**src/rtl/rf_pkg.sv**
```systemverilog
// ============================================================================
//  Module      : rf_pkg
//  Description : Shared constants and types for the writeback register file.
//  Revision    : 1.0 - initial release
// ============================================================================
`default_nettype none

package rf_pkg;
    localparam int DATA_W   = 16;
    localparam int ADDR_W   = 3;
    localparam int NUM_REGS = 8;

    typedef logic [ADDR_W-1:0]                 reg_addr_t;
    typedef logic [DATA_W-1:0]                 reg_data_t;
    typedef logic [NUM_REGS-1:0][DATA_W-1:0]   reg_array_t;

    localparam reg_addr_t   ZERO_REG     = 3'd0;
    localparam logic [7:0]  WR_COUNT_MAX = 8'd255;
endpackage : rf_pkg

`default_nettype wire

```
**src/rtl/reg_file_wb_if.sv**
```systemverilog
// ============================================================================
//  Module      : reg_file_wb_if
//  Description : Write/read bus between writeback/execute and the register file.
//  Revision    : 1.0 - initial release
// ============================================================================
`default_nettype none

interface reg_file_wb_if;
    import rf_pkg::*;

    logic        wr_en;
    reg_addr_t   wr_addr;
    reg_data_t   wr_data;
    reg_addr_t   rd_addr_a;
    reg_addr_t   rd_addr_b;
    reg_data_t   rd_data_a;
    reg_data_t   rd_data_b;
    logic [7:0]  wr_count;

    modport master (
        output wr_en, wr_addr, wr_data, rd_addr_a, rd_addr_b,
        input  rd_data_a, rd_data_b, wr_count
    );

    modport slave (
        input  wr_en, wr_addr, wr_data, rd_addr_a, rd_addr_b,
        output rd_data_a, rd_data_b, wr_count
    );
endinterface : reg_file_wb_if

`default_nettype wire

```
**src/rtl/rf_read_port.sv**
```systemverilog
// ============================================================================
//  Module      : rf_read_port
//  Description : One combinational read port: decode, R0 zero-force and the
//                optional same-cycle write forward (RF_WRITE_BYPASS_EN).
//  Revision    : 1.0 - initial release
// ============================================================================
`default_nettype none

module rf_read_port
    import rf_pkg::*;
(
    input  wire logic       rst_n_i,
    input  wire reg_array_t regs_i,
    input  wire reg_addr_t  rd_addr_i,
    input  wire logic       wr_en_i,
    input  wire reg_addr_t  wr_addr_i,
    input  wire reg_data_t  wr_data_i,
    output      reg_data_t  rd_data_o
);

`ifdef RF_WRITE_BYPASS_EN
    logic w_fwd;
    assign w_fwd = rst_n_i && wr_en_i && (wr_addr_i != ZERO_REG) && (rd_addr_i == wr_addr_i);
`else
    logic w_fwd;
    logic w_unused;
    assign w_fwd    = 1'b0;
    assign w_unused = ^{rst_n_i, wr_en_i, wr_addr_i, wr_data_i};
`endif

    always_comb begin
        rd_data_o = regs_i[rd_addr_i];
        if (rd_addr_i == ZERO_REG) begin
            rd_data_o = '0;
        end
        if (w_fwd) begin
            rd_data_o = wr_data_i;
        end
    end

endmodule : rf_read_port

`default_nettype wire

```
**src/rtl/reg_file_wb.sv**
```systemverilog
// ============================================================================
//  Module      : reg_file_wb
//  Description : 8x16 writeback register file, R0 hardwired to zero, two
//                combinational read ports, saturating write counter.
//                Optional forward build macro: RF_WRITE_BYPASS_EN.
//  Revision    : 1.0 - initial release
// ============================================================================
`default_nettype none

module reg_file_wb
    import rf_pkg::*;
(
    input  wire logic   clk,
    input  wire logic   rst_n,
    reg_file_wb_if.slave bus
);

    reg_array_t  regs_q, regs_d;
    logic [7:0]  wr_count_q, wr_count_d;
    logic        w_commit;

    assign w_commit = bus.wr_en && (bus.wr_addr != ZERO_REG);

    always_comb begin
        regs_d     = regs_q;
        wr_count_d = wr_count_q;
        if (w_commit) begin
            regs_d[bus.wr_addr] = bus.wr_data;
            if (wr_count_q != WR_COUNT_MAX) begin
                wr_count_d = wr_count_q + 8'd1;
            end
        end
    end

    // Reset wins over any write presented on the same edge.
    always_ff @(posedge clk) begin
        if (!rst_n) begin
            regs_q     <= '0;
            wr_count_q <= '0;
        end else begin
            regs_q     <= regs_d;
            wr_count_q <= wr_count_d;
        end
    end

    assign bus.wr_count = wr_count_q;

    rf_read_port u_port_a (
        .rst_n_i   (rst_n),
        .regs_i    (regs_q),
        .rd_addr_i (bus.rd_addr_a),
        .wr_en_i   (bus.wr_en),
        .wr_addr_i (bus.wr_addr),
        .wr_data_i (bus.wr_data),
        .rd_data_o (bus.rd_data_a)
    );

    rf_read_port u_port_b (
        .rst_n_i   (rst_n),
        .regs_i    (regs_q),
        .rd_addr_i (bus.rd_addr_b),
        .wr_en_i   (bus.wr_en),
        .wr_addr_i (bus.wr_addr),
        .wr_data_i (bus.wr_data),
        .rd_data_o (bus.rd_data_b)
    );

endmodule : reg_file_wb

`default_nettype wire

```
**src/flat_wrapper.sv**
```systemverilog
// flat-port wrapper written by rule: the top's interface ports become plain ports
module reg_file_wb_flat import rf_pkg::*;
  (clk, rst_n, bus_wr_en, bus_wr_addr, bus_wr_data, bus_rd_addr_a, bus_rd_addr_b, bus_rd_data_a, bus_rd_data_b, bus_wr_count);
  reg_file_wb_if bus_i ();
  input  wire logic clk;
  input  wire logic rst_n;
  input wire logic [$bits(bus_i.wr_en)-1:0] bus_wr_en;
  input wire logic [$bits(bus_i.wr_addr)-1:0] bus_wr_addr;
  input wire logic [$bits(bus_i.wr_data)-1:0] bus_wr_data;
  input wire logic [$bits(bus_i.rd_addr_a)-1:0] bus_rd_addr_a;
  input wire logic [$bits(bus_i.rd_addr_b)-1:0] bus_rd_addr_b;
  output wire logic [$bits(bus_i.rd_data_a)-1:0] bus_rd_data_a;
  output wire logic [$bits(bus_i.rd_data_b)-1:0] bus_rd_data_b;
  output wire logic [$bits(bus_i.wr_count)-1:0] bus_wr_count;
  assign bus_i.wr_en = bus_wr_en;
  assign bus_i.wr_addr = bus_wr_addr;
  assign bus_i.wr_data = bus_wr_data;
  assign bus_i.rd_addr_a = bus_rd_addr_a;
  assign bus_i.rd_addr_b = bus_rd_addr_b;
  assign bus_rd_data_a = bus_i.rd_data_a;
  assign bus_rd_data_b = bus_i.rd_data_b;
  assign bus_wr_count = bus_i.wr_count;
  reg_file_wb u_core (.clk(clk), .rst_n(rst_n), .bus(bus_i));
endmodule
```
**config.mk**
```make
export PLATFORM = sky130hd
export DESIGN_NAME = reg_file_wb_flat
export DESIGN_NICKNAME = d
export VERILOG_FILES = /design/src/rtl/rf_pkg.sv /design/src/rtl/reg_file_wb_if.sv /design/src/rtl/rf_read_port.sv /design/src/rtl/reg_file_wb.sv /design/src/flat_wrapper.sv
export SDC_FILE = /design/constraint.sdc
export NUM_CORES = 1
export LEC_CHECK = 0
export CORE_MARGIN = 2
export CORE_UTILIZATION = 50
export DETAILED_ROUTE_END_ITERATION = 6
export PLACE_DENSITY = 0.77
export SLEW_MARGIN = 20
export SYNTH_ARGS = -nofsm -noshare
export SYNTH_HDL_FRONTEND = slang
export SYNTH_SLANG_ARGS = --single-unit
```
**constraint.sdc**
```tcl
create_clock -name clk -period 3.85 [get_ports clk]
set_input_delay 1.155 -clock clk [delete_from_list [all_inputs] [get_ports clk]]
set_output_delay 1.155 -clock clk [all_outputs]
set_load 0.02 [all_outputs]
```
Word level (Yosys, flattened, before mapping)
Index checks and enable logic that the tools add are counted.
- multiplexer cells: 9
- reduce and logical (&&, ||, !) cells: 6
- eq/ne operators: 1
- $lt $le $gt $ge: 4
- $add $sub $neg: 1
- operators with widths (operator ; count):
    bitwise mux 128 bit ; 1
    binary-select mux 16 bit (select 3 bit) ; 2
    2-to-1 mux 16 bit ; 5
    demux 16 bit (select 3 bit) ; 1
    < comparator 3 x 4 -> 1 bit, second input constant ; 3
    adder 8 x 1 -> 8 bit, second input constant ; 1
    != test 8 bit, second input constant ; 1
    logical NOT 3 bit ; 2
    >= comparator 3 x 1 -> 1 bit, second input constant ; 1
    nonzero test 3 bit ; 1
    logical AND 1 bit ; 2
    AND reduction 2 bit ; 1
- input bits: 28
- bits in registers: 136
- output and inout bits: 40

Longest topological paths before layout
- word-level depth: 5
- mapped depth: 6
- mapped depth without buffers: 4

Cells and area by module
From an unflattened synthesis, not the netlist that was laid out.
- cells, all modules: 819
- area total of the unflattened synthesis: 7663.6 um^2
- by module, submodules not included (module ; cells an instance ; instances ; area an instance (um^2)):
    reg_file_wb ; 587 ; 1 ; 4943.5
    rf_read_port ; 116 ; 2 ; 1360.1

Worst setup path before layout
OpenSTA, ideal clock, no wires.
- path kind: input to output
- start point: input bus_rd_addr_a[0]
- end point: output bus_rd_data_a[10]
- setup slack: 0.456 ns
- arrival: 2.239 ns
- stages: 6
- buffers on the path: 3
- cell sequence: buf_6 -> buf_6 -> nand2_1 -> buf_4 -> o221ai_1 -> a22oi_1
- longest elaborated chain between the ends: 3
- elaborated cells between the ends (all ways): 4
- classes of those cells: mux (3); reduce/logical (1)
- ends and longest elaborated chain (item ; line ; RTL):
    start, declared ; flat_wrapper.sv:10 ; input wire logic [$bits(bus_i.rd_addr_a)-1:0] bus_rd_addr_a;
    binary-select mux 16 bit (select 3 bit) ; rf_read_port.sv:32 ; rd_data_o = regs_i[rd_addr_i];
    2-to-1 mux 16 bit (implied by the code) ; rf_read_port.sv:32 ;
    2-to-1 mux 16 bit * ; rf_read_port.sv:33 ; if (rd_addr_i == ZERO_REG) begin
    end, declared ; flat_wrapper.sv:12 ; output wire logic [$bits(bus_i.rd_data_a)-1:0] bus_rd_data_a;
Mark *: on every way between the ends. The rest lies on a longest branch, timed or not. The select of a mux whose other input is x is not followed.

Final worst setup path
- start point: input bus_rd_addr_a[2]
- end point: output bus_rd_data_a[13]
Same word-level chain as after synthesis.

==> metrics.md <==
| Metric | Value |
|---|---|
| Detail Route Antenna Nets | `0` |
| Worst reg-to-reg setup slack | `2370 ps` |
| Hold crit path type | `reg2reg` |
| Final Cycle Share | `0.997` |
| Post-layout util | `0.612` |
| P_leak | `3.17 nW` |
| CP Launch Type | `primary input` |
| Num CTS Buffers | `17` |
| Clk Latency, worst-skew pair | `420 ps` |
| Sequential share of power | `0.412` |
| Period minus WS final | `3840 ps` |
| Clock skew | `3.53 ps` |
| # diodes | `0` |
| Fmax | `261 MHz` |
| Nets | `939` |
| Synth Register Bits | `136` |
| Yosys warning count | `0` |
| FP Rows | `44` |
| Die Footprint | `0.0161 sq mm` |
| Net Count, Synth | `872` |
| Total Negative Setup Slacks | `0 ps` |
| Cts hold-fix bufs | `0` |
| Area grow syn2layout | `18.9%` |
| All-Layer GR Usage | `0.288` |
| Worst setup path category | `in2out` |
| Clock share of power | `0.467` |
| # setup viols final | `0` |
| Commonest cells after routing, fill and taps aside | `nand2_1 (262), dfxtp_1 (136), a21oi_2 (61), a21oi_1 (53), buf_4 (41)` |
| Syn Area/Cell | `8.94 sq um` |
| Grt ovf | `0` |
| Crit path required time | `2690 ps` |
| Endpoints failing hold | `0` |
| Net switching power figure | `0.000877 W` |
| Filler instances | `1197` |
| CP Data Arrival Time | `2680 ps` |
| Initial antenna violation count | `0` |
| First-pass iteration count of the detailed router | `5` |
| Count of cell types in the netlist | `41` |
| Sw frac | `0.247` |
| DP HPWL | `14400 um` |
| CP Max Fanout | `12` |
| Async SR Flop Fraction | `0` |
| Post-CTS setup buffers | `0` |
| DRC viols | `0` |
| Core area | `0.0146 sq mm` |
| Routed wire length | `22600 um` |
| Synth Instances | `843` |
| Max Cap Viol | `0` |
| VDD IR max | `0.000335 V` |
| Vias in the first global route | `6540` |
| Slew Viols, Final | `0` |
| Post-synth EDFFs | `0` |
| Clock transition at path regs | `50 ps` |
| Logic pwr share | `0.121` |
| Post-CTS sizing | `33` |
| H-tree depth | `4` |
| RSZ-0062 raised after global routing | `no` |
| DR vias | `6813` |
| First-pass GRT wire length | `35900 um` |
| Maximum number of pins on one net before global-route repair | `63` |
| Commonest non-fill, non-tap cell in the layout | `nand2_1` |
| CTS Sinks | `136` |
| Die Height | `127 um` |
| Status | `finished clean` |
| Initial core utilization | `0.515` |
| GPL Wtd Cong | `0.919` |
| Register area share after synthesis | `0.361` |
| Worst Setup End Kind | `output pin` |
| Int Power | `0.00267 W` |
| CTS tree | `yes` |
| Area contributors post-synth | `dfxtp_1 (36%), nand2_1 (13%), mux4_2 (9.6%)` |
| Yosys top cell area share | `0.361` |
| PD cells | `396 mW/mm^2` |
| Initial detailed-routing violation count | `727` |
| Horiz. Die Dim | `127 um` |
| Slew HR | `0.503` |
| Cell taking the most area after synthesis | `dfxtp_1` |
| Top-level I/O count | `68` |
| Max Root-Sink Buffers | `2` |
| I/O Buffers | `67` |
| Synth Cell Area | `0.00754 sq mm` |
| Vias/cell | `6.16` |
| Root Driver | `clkbuf_16` |
| DR WL/cell | `20.5 um` |
| Worst Max-Slew Pin Slew | `742 ps` |
| Share of layout cells above drive strength 1 | `0.256` |
| Post-synth top flop | `dfxtp_1` |
## synth_stat cells (all sizes together) (4+ instances only)
cell	instances
nand2	263
dfxtp	136
a21oi	115
buf	50
nor2b	33
a22oi	32
mux2	32
mux4	32
o21ai	32
o221ai	32
clkbuf	22
and2	16
a211oi	4
and4b	4
inv	4
mux2i	4
## power by group through the flow
| stage | Combinational (W) | Clock, W | Sequential (W) |
|---|---|---|---|
| global placement | 0.000431 | 0 | 0.00149 |
| finish | 0.000430 | 0.00165 | 0.00146 |
| floorplan | 0.000256 | 0 | 0.00148 |
| global route | 0.000455 | 0.00174 | 0.00146 |
| detailed placement | 0.000436 | 0 | 0.00149 |
| CTS | 0.000425 | 0.00168 | 0.00146 |
## final timing paths
check,startpoint,end,cells after the start
worst min register to register,u_core.regs_q[80],u_core.regs_q[80],2
worst max register to register,u_core.bus.wr_count[0],u_core.bus.wr_count[3],4
worst min-delay path,u_core.regs_q[80],u_core.regs_q[80],2
worst max-delay path,bus_rd_addr_a[2],bus_rd_data_a[13],7
## sequential cells by signal (all words and copies together) (netlist names)
register / count
u_core.regs_q: 128
u_core.bus.wr_count: 8
## worst max-delay path, stage by stage
cell and delay [ps]:
clkdlybuf4s50_1 430, buf_4 170, inv_2 110, a21oi_4 80, buf_12 150, a22oi_1 230, clkdlybuf4s15_1 340
## layer usage
| layer | share of wire | vias to the layer above | track usage |
|---|---|---|---|
| li1 | - | 3134 | - |
| met1 | 0.41 | 3295 | 0.361 |
| met2 | 0.49 | 312 | 0.480 |
| met3 | 0.065 | 72 | 0.0612 |
| met4 | 0.037 | 0 | 0.131 |
| met5 | 0 | - | 0 |
## kinds of logic (layout without fill, tap and decap cells)
group / Yosys count / count (layout) / synth area share
compound gates: 222 / 222 / 0.211
fa+ha+maj: 1 / 1 / 0.00166
buf+inv: 76 / 155 / 0.0717
flops: 136 / 136 / 0.361
mux: 68 / 68 / 0.149
simple gates: 340 / 340 / 0.206
## layout make-up
cell class | count | area, sq um | area share
multi-input combinational | 631 | 4280 | 0.478
sequential | 136 | 2720 | 0.304
timing repair buffer | 120 | 1110 | 0.124
clock buffer | 22 | 474 | 0.0529
tap | 184 | 230 | 0.0257
clock inverter | 9 | 123 | 0.0137
inverter | 4 | 17.5 | 0.00195
## through the flow
step	instance area (sq um)	hold slack, ps	worst slack [ps]	total power [W]	cells
final	8960	467	13.1	0.00354	1106
after global routing	8960	485	0.278	0.00366	1106
after CTS	9000	466	2.12	0.00356	1106
after detailed placement	8440	455	-288	0.00192	1075
after global placement	8440	451	-293	0.00192	1075
after floorplan	7540	442	456	0.00174	843
Power figures use the tool's default switching activity.
